[config.mk]
export PLATFORM = sky130hd
export DESIGN_NAME = cr_prefix_mc_dispatch_flat
export DESIGN_NICKNAME = d
export VERILOG_FILES = /design/src/rtl/cr_prefix_mc_dispatch_pkg.sv /design/src/rtl/cr_prefix_mc_dispatch_if.sv /design/src/rtl/cr_prefix_mc_order_fifo.sv /design/src/rtl/cr_prefix_mc_dispatch.sv /design/src/flat_wrapper.sv
export SDC_FILE = /design/constraint.sdc
export NUM_CORES = 1
export LEC_CHECK = 0
export BUFFER_PORTS_ARGS = -buffer_cell sky130_fd_sc_hd__buf_4
export CAP_MARGIN = 25
export CORE_AREA = 5 5 318 320
export DETAILED_ROUTE_END_ITERATION = 8
export DIE_AREA = 0 0 323 325
export PLACE_DENSITY_LB_ADDON = 0.25
export SLEW_MARGIN = 20
export SYNTH_ARGS = -nofsm -noshare
export SYNTH_HDL_FRONTEND = slang
export SYNTH_SLANG_ARGS = --single-unit
[constraint.sdc]
create_clock -name clk -period 13 [get_ports clk]
set_input_delay 1.3 -clock clk [delete_from_list [all_inputs] [get_ports clk]]
set_output_delay 1.3 -clock clk [all_outputs]
set_load 0.1 [all_outputs]
[src/rtl/cr_prefix_mc_dispatch_pkg.sv]
// Shared types for the multi-channel prefix dispatcher/collector.
package cr_prefix_mc_dispatch_pkg;
  localparam int MC_MAX_CH = 8;
  localparam int DP_W      = 64;

  // Sized for the largest channel count so one type serves every build.
  typedef logic [$clog2(MC_MAX_CH)-1:0] ch_idx_t;

  typedef enum logic {D_IDLE, D_FRAME} disp_state_e;

  typedef struct packed {
    logic            tvalid;
    logic            tlast;
    logic [DP_W-1:0] tdata;
  } axi4s_dp_bus_t;

  typedef struct packed {
    logic tready;
  } axi4s_dp_rdy_t;

  function automatic ch_idx_t ch_wrap_inc(ch_idx_t c, int n);
    return (int'(c) + 1 >= n) ? '0 : ch_idx_t'(c + 1'b1);
  endfunction
endpackage

[src/rtl/cr_prefix_mc_dispatch_if.sv]
// Ingress/egress/channel streams plus error/stat sideband of the dispatcher.
interface cr_prefix_mc_dispatch_if import cr_prefix_mc_dispatch_pkg::*; #(
  parameter int N_CH = 4
);
  axi4s_dp_bus_t               prefix_ib_in;
  axi4s_dp_rdy_t               prefix_ib_out;
  axi4s_dp_bus_t [N_CH-1:0]    ch_ib_out;
  axi4s_dp_rdy_t [N_CH-1:0]    ch_ib_in;
  axi4s_dp_bus_t [N_CH-1:0]    ch_ob_in;
  axi4s_dp_rdy_t [N_CH-1:0]    ch_ob_out;
  axi4s_dp_bus_t               prefix_ob_out;
  axi4s_dp_rdy_t               prefix_ob_in;
  logic [N_CH-1:0]             ch_err;
  logic [N_CH-1:0]             err_clr;
  logic [N_CH-1:0]             err_stat;
  logic                        mc_int;
  logic [N_CH-1:0][31:0]       frm_cnt;

  modport master (
    output prefix_ib_in, ch_ib_in, ch_ob_in, prefix_ob_in, ch_err, err_clr,
    input  prefix_ib_out, ch_ib_out, ch_ob_out, prefix_ob_out, err_stat, mc_int, frm_cnt
  );
  modport slave (
    input  prefix_ib_in, ch_ib_in, ch_ob_in, prefix_ob_in, ch_err, err_clr,
    output prefix_ib_out, ch_ib_out, ch_ob_out, prefix_ob_out, err_stat, mc_int, frm_cnt
  );
endinterface

[src/rtl/cr_prefix_mc_order_fifo.sv]
// Register FIFO holding the channel index of every frame in flight, oldest at head.
module cr_prefix_mc_order_fifo import cr_prefix_mc_dispatch_pkg::*; #(
  parameter int DEPTH = 16
) (
  input  logic    clk,
  input  logic    rst_n,
  input  logic    push,
  input  ch_idx_t push_ch,
  input  logic    pop,
  output ch_idx_t head,
  output logic    full,
  output logic    empty
);
  localparam int AW = $clog2(DEPTH);

  ch_idx_t       mem [DEPTH];
  logic [AW-1:0] wr_ptr, rd_ptr;
  logic [AW:0]   count;
  logic          do_push, do_pop;

  assign do_push = push & ~full;
  assign do_pop  = pop & ~empty;
  assign full    = (count == (AW+1)'(DEPTH));
  assign empty   = (count == '0);
  assign head    = mem[rd_ptr];

  always_ff @(posedge clk or negedge rst_n) begin
    if (!rst_n) begin
      wr_ptr <= '0;
      rd_ptr <= '0;
      count  <= '0;
    end else begin
      if (do_push) wr_ptr <= wr_ptr + 1'b1;
      if (do_pop)  rd_ptr <= rd_ptr + 1'b1;
      case ({do_push, do_pop})
        2'b10:   count <= count + 1'b1;
        2'b01:   count <= count - 1'b1;
        default: ;
      endcase
    end
  end

  always_ff @(posedge clk) begin
    if (do_push) mem[wr_ptr] <= push_ch;
  end
endmodule

[src/rtl/cr_prefix_mc_dispatch.sv]
// Round-robin frame dispatcher / in-order collector for N_CH prefix cores.
// Optional per-channel frame counters: define CR_PREFIX_MC_STATS_EN.
module cr_prefix_mc_dispatch import cr_prefix_mc_dispatch_pkg::*; #(
  parameter int N_CH        = 4,
  parameter int ORDER_DEPTH = 16
) (
  input logic                 clk,
  input logic                 rst_n,
  cr_prefix_mc_dispatch_if.slave bus
);
  disp_state_e         state;
  ch_idx_t             rr_ptr, cur_ch, sel, route_ch, head;
  logic                sel_vld, route_en, ib_rdy, ib_xfer, push, pop;
  logic                fifo_full, fifo_empty;
  logic [N_CH-1:0]     rdy_vec;
  logic [2*N_CH-1:0]   rdy2;
  axi4s_dp_bus_t       ob_beat;
  logic [N_CH-1:0]     err_q;
  logic                mc_q;
  int                  idx;

  // Rotate readiness so bit 0 is the channel rr_ptr points at.
  always_comb begin
    sel     = '0;
    sel_vld = 1'b0;
    idx     = 0;
    for (int j = 0; j < N_CH; j++) rdy_vec[j] = bus.ch_ib_in[j].tready;
    rdy2 = {rdy_vec, rdy_vec} >> rr_ptr;
    for (int k = 0; k < N_CH; k++) begin
      if (!sel_vld && rdy2[k]) begin
        sel_vld = 1'b1;
        idx     = int'(rr_ptr) + k;
        sel     = ch_idx_t'((idx >= N_CH) ? idx - N_CH : idx);
      end
    end
  end

  assign route_ch = (state == D_FRAME) ? cur_ch : sel;
  assign route_en = rst_n && ((state == D_FRAME) || (sel_vld && !fifo_full));

  always_comb begin
    ib_rdy = 1'b0;
    for (int j = 0; j < N_CH; j++) begin
      bus.ch_ib_out[j] = '0;
      if (route_en && route_ch == ch_idx_t'(j)) begin
        bus.ch_ib_out[j] = bus.prefix_ib_in;
        ib_rdy           = bus.ch_ib_in[j].tready;
      end
    end
  end

  assign bus.prefix_ib_out.tready = ib_rdy;
  assign ib_xfer = bus.prefix_ib_in.tvalid & ib_rdy;
  assign push    = (state == D_IDLE) & ib_xfer;

  always_ff @(posedge clk or negedge rst_n) begin
    if (!rst_n) begin
      state  <= D_IDLE;
      rr_ptr <= '0;
      cur_ch <= '0;
    end else begin
      case (state)
        D_IDLE: if (push) begin
          cur_ch <= sel;
          rr_ptr <= ch_wrap_inc(sel, N_CH);
          if (!bus.prefix_ib_in.tlast) state <= D_FRAME;
        end
        D_FRAME: if (ib_xfer && bus.prefix_ib_in.tlast) state <= D_IDLE;
        default: state <= D_IDLE;
      endcase
    end
  end

  // Only the oldest outstanding channel may drain; the rest are held off.
  always_comb begin
    ob_beat = '0;
    for (int j = 0; j < N_CH; j++) begin
      bus.ch_ob_out[j] = '0;
      if (rst_n && !fifo_empty && head == ch_idx_t'(j)) begin
        ob_beat                 = bus.ch_ob_in[j];
        bus.ch_ob_out[j].tready = bus.prefix_ob_in.tready;
      end
    end
  end

  assign bus.prefix_ob_out = ob_beat;
  assign pop = ob_beat.tvalid & ob_beat.tlast & bus.prefix_ob_in.tready;

  cr_prefix_mc_order_fifo #(.DEPTH(ORDER_DEPTH)) u_order_fifo (
    .clk     (clk),
    .rst_n   (rst_n),
    .push    (push),
    .push_ch (sel),
    .pop     (pop),
    .head    (head),
    .full    (fifo_full),
    .empty   (fifo_empty)
  );

  always_ff @(posedge clk or negedge rst_n) begin
    if (!rst_n) begin
      err_q <= '0;
      mc_q  <= 1'b0;
    end else begin
      err_q <= (err_q & ~bus.err_clr) | bus.ch_err;
      mc_q  <= |err_q;
    end
  end

  assign bus.err_stat = err_q;
  assign bus.mc_int   = mc_q;

`ifdef CR_PREFIX_MC_STATS_EN
  logic [N_CH-1:0][31:0] frm_cnt_q;

  always_ff @(posedge clk or negedge rst_n) begin
    if (!rst_n) begin
      frm_cnt_q <= '0;
    end else if (push) begin
      for (int j = 0; j < N_CH; j++)
        if (sel == ch_idx_t'(j) && frm_cnt_q[j] != '1) frm_cnt_q[j] <= frm_cnt_q[j] + 1'b1;
    end
  end

  assign bus.frm_cnt = frm_cnt_q;
`else
  assign bus.frm_cnt = '0;
`endif
endmodule
[src/flat_wrapper.sv]
// flat-port wrapper written by rule: the top's interface ports become plain ports
module cr_prefix_mc_dispatch_flat import cr_prefix_mc_dispatch_pkg::*;
#(
  parameter int N_CH        = 4,
  parameter int ORDER_DEPTH = 16
)
  (clk, rst_n, bus_prefix_ib_in, bus_ch_ib_in, bus_ch_ob_in, bus_prefix_ob_in, bus_ch_err, bus_err_clr, bus_prefix_ib_out, bus_ch_ib_out, bus_ch_ob_out, bus_prefix_ob_out, bus_err_stat, bus_mc_int, bus_frm_cnt);
  cr_prefix_mc_dispatch_if #(.N_CH(N_CH)) bus_i ();
  input logic clk;
  input logic rst_n;
  input wire logic [$bits(bus_i.prefix_ib_in)-1:0] bus_prefix_ib_in;
  input wire logic [$bits(bus_i.ch_ib_in)-1:0] bus_ch_ib_in;
  input wire logic [$bits(bus_i.ch_ob_in)-1:0] bus_ch_ob_in;
  input wire logic [$bits(bus_i.prefix_ob_in)-1:0] bus_prefix_ob_in;
  input wire logic [$bits(bus_i.ch_err)-1:0] bus_ch_err;
  input wire logic [$bits(bus_i.err_clr)-1:0] bus_err_clr;
  output wire logic [$bits(bus_i.prefix_ib_out)-1:0] bus_prefix_ib_out;
  output wire logic [$bits(bus_i.ch_ib_out)-1:0] bus_ch_ib_out;
  output wire logic [$bits(bus_i.ch_ob_out)-1:0] bus_ch_ob_out;
  output wire logic [$bits(bus_i.prefix_ob_out)-1:0] bus_prefix_ob_out;
  output wire logic [$bits(bus_i.err_stat)-1:0] bus_err_stat;
  output wire logic [$bits(bus_i.mc_int)-1:0] bus_mc_int;
  output wire logic [$bits(bus_i.frm_cnt)-1:0] bus_frm_cnt;
  assign bus_i.prefix_ib_in = bus_prefix_ib_in;
  assign bus_i.ch_ib_in = bus_ch_ib_in;
  assign bus_i.ch_ob_in = bus_ch_ob_in;
  assign bus_i.prefix_ob_in = bus_prefix_ob_in;
  assign bus_i.ch_err = bus_ch_err;
  assign bus_i.err_clr = bus_err_clr;
  assign bus_prefix_ib_out = bus_i.prefix_ib_out;
  assign bus_ch_ib_out = bus_i.ch_ib_out;
  assign bus_ch_ob_out = bus_i.ch_ob_out;
  assign bus_prefix_ob_out = bus_i.prefix_ob_out;
  assign bus_err_stat = bus_i.err_stat;
  assign bus_mc_int = bus_i.mc_int;
  assign bus_frm_cnt = bus_i.frm_cnt;
  cr_prefix_mc_dispatch #(.N_CH(N_CH), .ORDER_DEPTH(ORDER_DEPTH)) u_core (.clk(clk), .rst_n(rst_n), .bus(bus_i));
endmodule
==> insert_results.sql, run 1 <==
INSERT INTO impl_metrics (metric_group, metric, value, unit) VALUES
('detailed_routing', 'num_vias', '8772', ''),
('timing', 'report.final.hold_viol_count', '0', ''),
('clock_network', 'post-cts-setup-buffers', '0', ''),
('yosys', 'yosys.area.top_type', 'mux4_2', ''),
('grt', 'grt_remaining_overflow', '0', ''),
('floorplanning', 'rows', '115', ''),
('status', 'status', 'complete, no violations', ''),
('layout', 'drive_above_1_share', '54.35', '%'),
('timing', 'worst_slew_pin_slew', '934.5', 'ps'),
('timing', 'worst_slack', '7134', 'ps'),
('yosys', 'async_reset_ff_share', '34.25', '%'),
('yosys', 'yosys-top-cells-count', 'and2_1, buf_4, mux4_2', ''),
('clock_network', 'ctsLongestPathBuffers', '2', ''),
('floorplanning', 'start_util', '8.723', '%'),
('timing', 'rsz0062_at_grt', 'no', ''),
('timing', 'fmaxAchievable', '170.5', 'MHz'),
('yosys', 'syn_area_per_cell', '10.08', 'um^2'),
('floorplanning', 'chipWidth', '323', 'um'),
('grt', 'grt_antenna_before_repair', '20', ''),
('grt', 'first_pass_grt_wire_length', '77320', 'um'),
('detailed_routing', 'drt_drc_violations_left', '0', ''),
('yosys', 'ys_ff_latch', '73', ''),
('yosys', 'synth-edff-count', '48', ''),
('hold_path', 'hold_path.class', 'flip-flop to flip-flop', ''),
('layout', 'areaGrowthSynthToFinish', '75.84', '%'),
('detailed_routing', 'drt_iter0_markers', '302', ''),
('clock_network', 'tritoncts_clock_tree', 'yes', ''),
('clock_network', 'cts_repair_resize_count', '0', ''),
('clock_network', 'clock-sinks', '73', ''),
('layout', 'filler_cell_count', '11102', ''),
('layout', 'utilization', '15.34', '%'),
('timing', 'final.period_utilization', '45.12', '%'),
('floorplanning', 'floorplan.die.height', '325', 'um'),
('yosys', 'synth.most_common_cell', 'and2_1', ''),
('setup_path', 'cp-end-kind', 'output port', ''),
('placed_design', 'gpl.final_weighted_congestion', '0.8935', ''),
('setup_path', 'critical_path.startpoint', 'u_core.rr_ptr[1]$_DFFE_PN0P_', ''),
('floorplanning', 'floorplan.die_area', '105000', 'um^2'),
('timing', 'slew-limit-headroom', '37.36', '%'),
('timing', 'post_route_skew', '7.857', 'ps'),
('timing', 'setup_viol', '0', ''),
('setup_path', 'worstReg2RegEnd', 'u_core.u_order_fifo.count[4]$_DFFE_PN0P_', ''),
('placed_design', 'post-dp-hpwl', '50910', 'um'),
('clock_network', 'h_tree_level_count', '3', ''),
('floorplanning', 'boundaryPins', '813', ''),
('detailed_routing', 'drt_wl_total', '57910', 'um'),
('layout', 'sequential_standard_cell_area', '2067', 'um^2'),
('setup_path', 'path_class', 'flip-flop to output port', ''),
('setup_path', 'reg2reg_from', 'u_core.u_order_fifo.rd_ptr[1]$_DFFE_PN0P_', ''),
('layout', 'layout.nets', '1857', ''),
('detailed_routing', 'drtAntennaViolNets', '0', ''),
('floorplanning', 'design.core.area', '97840', 'um^2'),
('run', 'timing.max_cap.violations', '0', ''),
('grt', 'grt_pass1_vias', '9634', ''),
('setup_path', 'cp-endpoint', 'bus_ch_ib_out[64]', ''),
('clock_network', 'cts_root_buffer', 'clkbuf_16', ''),
('setup_path', 'rrSetupSlack', '7700', 'ps'),
('placed_design', 'buffer_ports.inserted', '684', ''),
('grt', 'grt_max_degree', '67', ''),
('setup_path', 'crit_path_start_kind', 'flip-flop', ''),
('setup_path', 'req_time_crit_path', '11700', 'ps'),
('timing', 'fin_crit', '5866', 'ps'),
('yosys', 'netlist_top_cells_area', 'mux4_2, and2_1, edfxtp_1', ''),
('placed_design', 'pre_cts_ws', '7134', 'ps'),
('detailed_routing', 'drt_first_pass_iters', '4', ''),
('yosys', 'ys_dominant_reg_cell', 'edfxtp_1', ''),
('clock_network', 'clock_latency', '340', 'ps'),
('yosys', 'synthDistinctLibCells', '60', ''),
('yosys', 'ys_warn_count', '0', ''),
('setup_path', 'rr_worst_depth', '14', ''),
('grt', 'gr-usage-all-layers', '10.25', '%');
==> critical path, delay by kind of cell (launching register included) <==
family / cells / cell delay [ps]
flip-flops: 1 / 630
adder cells (fa/ha/maj): 1 / 370
AND/OR/NAND/NOR: 2 / 790
AO/OA/AOI/OAI: 4 / 1360
buffers and inverters: 3 / 1000
==> registers in the layout, summed over array words and instances (netlist names), named ones only <==
signal and flops:
u_core.bus.mc_int 1, u_core.rr_ptr 3, u_core.cur_ch 3, u_core.u_order_fifo.wr_ptr 4, u_core.u_order_fifo.mem 48, u_core.u_order_fifo.rd_ptr 4, u_core.u_order_fifo.count 5, u_core.bus.err_stat 4
==> per-layer routing <==
metal / track usage, % / vias to the layer above / part of all wire [%]
met1: 11.19 / 4230 / 37
met5: 0 / - / 0.035
met3: 2.047 / 53 / 7.5
met4: 2.917 / 4 / 2.3
met2: 19.84 / 525 / 53
li1: - / 3960 / -
==> cell usage in the layout (no fill, tap or decap), types with 7 or more instances in the layout <==
master     netlist  layout
nor2b_1         72      72
and3_1          16      16
and2_1         266     266
xnor2_1          8       8
dfrtp_1         25      25
ha_1            11      11
inv_1           15      15
o21ai_0          7       7
conb_1           1     144
clkbuf_16        0      11
buf_4          130     691
nor3_1           8       7
nand2_1         10      10
edfxtp_1        48      48
mux4_2          81      80
==> metrics by stage <==
step	std cells	instance area [um^2]
floorplan	990	9071
global placement	2776	14660
detailed placement	2776	14660
CTS	2792	14990
global route	2794	15000
finish	2797	15010
==> how the worst min path moves through the flow <==
stage	start	to	slack, ps	cells after the start
after CTS	u_core.cur_ch[0]$_DFFE_PN0P_	u_core.cur_ch[0]$_DFFE_PN0P_	500	1
after global routing	u_core.bus.err_stat[0]$_DFF_PN0_	u_core.bus.err_stat[0]$_DFF_PN0_	540	1
after floorplan	u_core.cur_ch[2]$_DFFE_PN0P_	u_core.cur_ch[2]$_DFFE_PN0P_	460	1
after detailed placement	u_core.cur_ch[0]$_DFFE_PN0P_	u_core.cur_ch[0]$_DFFE_PN0P_	490	1
final	u_core.cur_ch[0]$_DFFE_PN0P_	u_core.cur_ch[0]$_DFFE_PN0P_	500	1
after global placement	u_core.cur_ch[0]$_DFFE_PN0P_	u_core.cur_ch[0]$_DFFE_PN0P_	490	1
==> final cells by class <==
type / instances / area share, %
clock inverter: 4 / 0.3585
multi-input combinational: 709 / 38.23
inverter: 16 / 0.4002
sequential: 73 / 13.77
timing repair buffer: 691 / 34.57
antenna: 5 / 0.08337
tap: 1287 / 10.73
clock buffer: 12 / 1.859
==> logic make-up after synthesis <==
group	synth area share (%)
simple gates	29.59
buf+inv	15.54
xor+xnor	1.129
flops	24.22
mux	22.59
other cells	0.04394
fa+ha+maj	1.847
compound gates	5.043
Power of run 1 is not shown: default switching activity piles up to over one toggle a cycle in this logic, so the estimate is an artifact.
==> run 2, diff against run 1 <==
--- a/config.mk
+++ b/config.mk
@@ -7,9 +7,9 @@
 export LEC_CHECK = 0
 export BUFFER_PORTS_ARGS = -buffer_cell sky130_fd_sc_hd__buf_4
 export CAP_MARGIN = 25
-export CORE_AREA = 5 5 318 320
+export CORE_AREA = 5 5 310 312
 export DETAILED_ROUTE_END_ITERATION = 8
-export DIE_AREA = 0 0 323 325
+export DIE_AREA = 0 0 315 317
 export PLACE_DENSITY_LB_ADDON = 0.25
 export SLEW_MARGIN = 20
 export SYNTH_ARGS = -nofsm -noshare
==> constraint.sdc (replaced) <==
create_clock -name clk -period 4.75 [get_ports clk]
set_input_delay 0.475 -clock clk [delete_from_list [all_inputs] [get_ports clk]]
set_output_delay 0.475 -clock clk [all_outputs]
set_load 0.1 [all_outputs]
==> run 2 against run 1 <==
Clock skew grew 3.2 ps; global-route usage grew 0.25 points; worst hold slack lost 430 ps; cell area grew 0.49%; die area shrank 4.9%; sequential share of layout area shrank 0.067 points; count of clock-buffer cells in the layout shrank 2; highest routed layer unchanged; critical path depth is the same; critical endpoint is now bus_ch_ib_out[80]; core utilization grew 0.92 points; routed wire length shrank 0.11%.
==> insert_results.sql, run 2 (synthesized netlist as in run 1, its figures left out) <==
INSERT INTO impl_metrics (metric_group, metric, value, unit) VALUES
('placed_design', 'buffer_ports.inserted', '684', ''),
('clock_network', 'cts_root_buffer', 'clkbuf_16', ''),
('timing', 'fmaxAchievable', '222.7', 'MHz'),
('setup_path', 'rrSetupSlack', '510', 'ps'),
('setup_path', 'crit_path_start_kind', 'flip-flop', ''),
('grt', 'grt_remaining_overflow', '0', ''),
('clock_network', 'clock-sinks', '73', ''),
('timing', 'slew-limit-headroom', '55.53', '%'),
('setup_path', 'reg2reg_from', 'u_core.rr_ptr[0]$_DFFE_PN0P_', ''),
('setup_path', 'cp_data_arrival_time', '4020', 'ps'),
('floorplanning', 'boundaryPins', '813', ''),
('setup_path', 'max_stage_delay', '600', 'ps'),
('layout', 'stdcell_count', '2780', ''),
('detailed_routing', 'avgViaCountPerCell', '3.172', ''),
('setup_path', 'critPathMaxFanout', '20', ''),
('clock_network', 'clock_latency', '340', 'ps'),
('detailed_routing', 'drt_first_pass_iters', '4', ''),
('floorplanning', 'chipWidth', '315', 'um'),
('floorplanning', 'rows', '112', ''),
('floorplanning', 'start_util', '9.200', '%'),
('detailed_routing', 'num_vias', '8817', ''),
('layout', 'max_flop_register', 'u_core.u_order_fifo.mem', ''),
('setup_path', 'path_class', 'flip-flop to output port', ''),
('timing', 'fin_crit', '4490', 'ps'),
('clock_network', 'cts_repair_resize_count', '0', ''),
('placed_design', 'placement_cell_area', '14780', 'um^2'),
('setup_path', 'path_buf_inv', '3', ''),
('setup_path', 'rr_worst_depth', '16', ''),
('timing', 'report.final.hold_viol_count', '0', ''),
('detailed_routing', 'drt_wl_total', '57850', 'um'),
('setup_path', 'req_time_crit_path', '4280', 'ps'),
('layout', 'drive_above_1_share', '54.74', '%'),
('layout', 'layout.cells.most_common', 'buf_4', ''),
('floorplanning', 'floorplan.die.height', '317', 'um'),
('detailed_routing', 'drt_iter0_markers', '315', ''),
('floorplanning', 'floorplan.die_area', '99860', 'um^2'),
('layout', 'filler_cell_count', '10503', ''),
('clock_network', 'worst_setup_hold_path_clk_slew', '60', 'ps'),
('layout', 'finish.instance_area', '15080', 'um^2'),
('placed_design', 'gpl.final_weighted_congestion', '1.014', ''),
('grt', 'gr-usage-all-layers', '10.51', '%'),
('timing', 'final.period_utilization', '94.54', '%'),
('timing', 'post_route_skew', '11.04', 'ps'),
('setup_path', 'crit_chain', 'inv_2 -> ha_1 -> o21bai_1 -> a2111oi_2 -> a2111oi_2 -> o41a_2 -> nor2_4 -> buf_4 -> and2_1 -> buf_4', ''),
('timing', 'setup_viol', '0', ''),
('detailed_routing', 'drt_drc_violations_left', '0', ''),
('layout', 'layout.nets', '1873', ''),
('setup_path', 'critical_path.startpoint', 'u_core.rr_ptr[0]$_DFFE_PN0P_', ''),
('setup_path', 'cp-end-kind', 'output port', ''),
('layout', 'layout_common_cells', 'buf_4, and2_1, conb_1', ''),
('placed_design', 'post-dp-hpwl', '50890', 'um'),
('placed_design', 'placedCellCount', '2759', ''),
('clock_network', 'tritoncts.num_buffers', '9', ''),
('layout', 'largest_register_ff_count', '48', ''),
('grt', 'grt_antenna_before_repair', '21', ''),
('timing', 'total_negative_slack', '0', 'ps'),
('layout', 'areaGrowthSynthToFinish', '76.70', '%'),
('clock_network', 'ctsLongestPathBuffers', '2', ''),
('detailed_routing', 'wire_per_inst', '20.81', 'um'),
('timing', 'worst_slew_pin_slew', '667.1', 'ps'),
('run', 'timing.max_cap.violations', '0', ''),
('layout', 'top_regs', 'u_core.u_order_fifo.mem: 48 flops, u_core.u_order_fifo.count: 5 flops', ''),
('detailed_routing', 'drtAntennaViolNets', '0', ''),
('timing', 'rsz0062_at_grt', 'no', ''),
('setup_path', 'path_delay_family', 'compound AO/OA/AOI/OAI gates', ''),
('hold_path', 'hold_path.class', 'primary input to async pin', ''),
('timing', 'maxSlewViolCount', '0', ''),
('setup_path', 'critical_path.slowest_cell', 'dfrtp_1', ''),
('clock_network', 'tritoncts_clock_tree', 'yes', ''),
('grt', 'grt_pass1_vias', '9370', ''),
('grt', 'grt_max_degree', '67', ''),
('clock_network', 'h_tree_level_count', '3', ''),
('floorplanning', 'design.core.area', '92770', 'um^2'),
('setup_path', 'worstReg2RegEnd', 'u_core.u_order_fifo.count[4]$_DFFE_PN0P_', ''),
('status', 'status', 'complete, no violations', ''),
('clock_network', 'cts.hold.buffers_added', '0', ''),
('grt', 'first_pass_grt_wire_length', '74830', 'um');
## run 2: cell count changes in the layout (fill, tap and decap cells not counted), moves of 2 or more
| cell | before | now |
|---|---|---|
| buf_4 | 691 | 703 |
| clkbuf_16 | 11 | 9 |
| clkinv_2 | 0 | 2 |
| buf_12 | 0 | 4 |
## run 2: worst reg2reg max path: cells and delay by family, from the launching register on
kind | cells | cell delay [ps]
AOI/OAI and AO/OA | 7 | 1670
and+or+nand+nor | 2 | 280
adders and majority gates | 3 | 1060
DFF | 1 | 600
xor gates and xnor gates | 2 | 290
buffers and inverters | 2 | 230
## run 2: repair_timing
action,4_1_cts,5_1_grt
hold endpoints to repair,0,0
buffers inserted,0,0
endpoints found under the setup margin,0,1
## run 2: final cells by class
cell class                      count  area [um^2]  area share (%)
Antenna cell                        6        15.01         0.09956
Clock buffer                       10        229.0           1.518
Inverter                           16        60.06          0.3982
Multi-Input combinational cell    709         5727           37.97
Timing Repair Buffer              707         5358           35.53
Tap cell                         1254         1569           10.40
Sequential cell                    73         2067           13.71
Clock inverter                      5        56.30          0.3734
## run 2: worst max path at each step
stage                                                to  cells past startpoint
6_report                              bus_ch_ib_out[80]                     10
4_1_cts                               bus_ch_ib_out[80]                     10
5_1_grt                               bus_ch_ib_out[80]                     10
2_1_floorplan                         bus_prefix_ib_out                      9
3_3_place_gp   u_core.u_order_fifo.count[4]$_DFFE_PN0P_                     16
3_5_place_dp   u_core.u_order_fifo.count[4]$_DFFE_PN0P_                     16
## run 2: metal layers
metal | share of wire, % | global-route usage, % | routed length, um | up-vias
met4 | 2.3 | 2.552 | 1354 | 12
met5 | 0.13 | 0 | 74 | -
li1 | - | - | - | 3987
met3 | 8.4 | 3.115 | 4884 | 53
met1 | 36 | 11.34 | 20580 | 4237
met2 | 54 | 20.06 | 30950 | 528
## run 2: metrics by stage
| stage | hold WS (ps) | utilization (%) | setup WS, ps |
|---|---|---|---|
| final | 70.32 | 16.26 | 259.6 |
| after global routing | 87.03 | 16.25 | 24.05 |
| after CTS | 73.70 | 16.24 | 144.1 |
| after detailed placement | 444.1 | 15.93 | 487.5 |
| after global placement | 438.9 | 15.93 | 497.8 |
| after floorplan | 179.4 | - | 88.24 |
Power of run 2 is left out for the same reason.
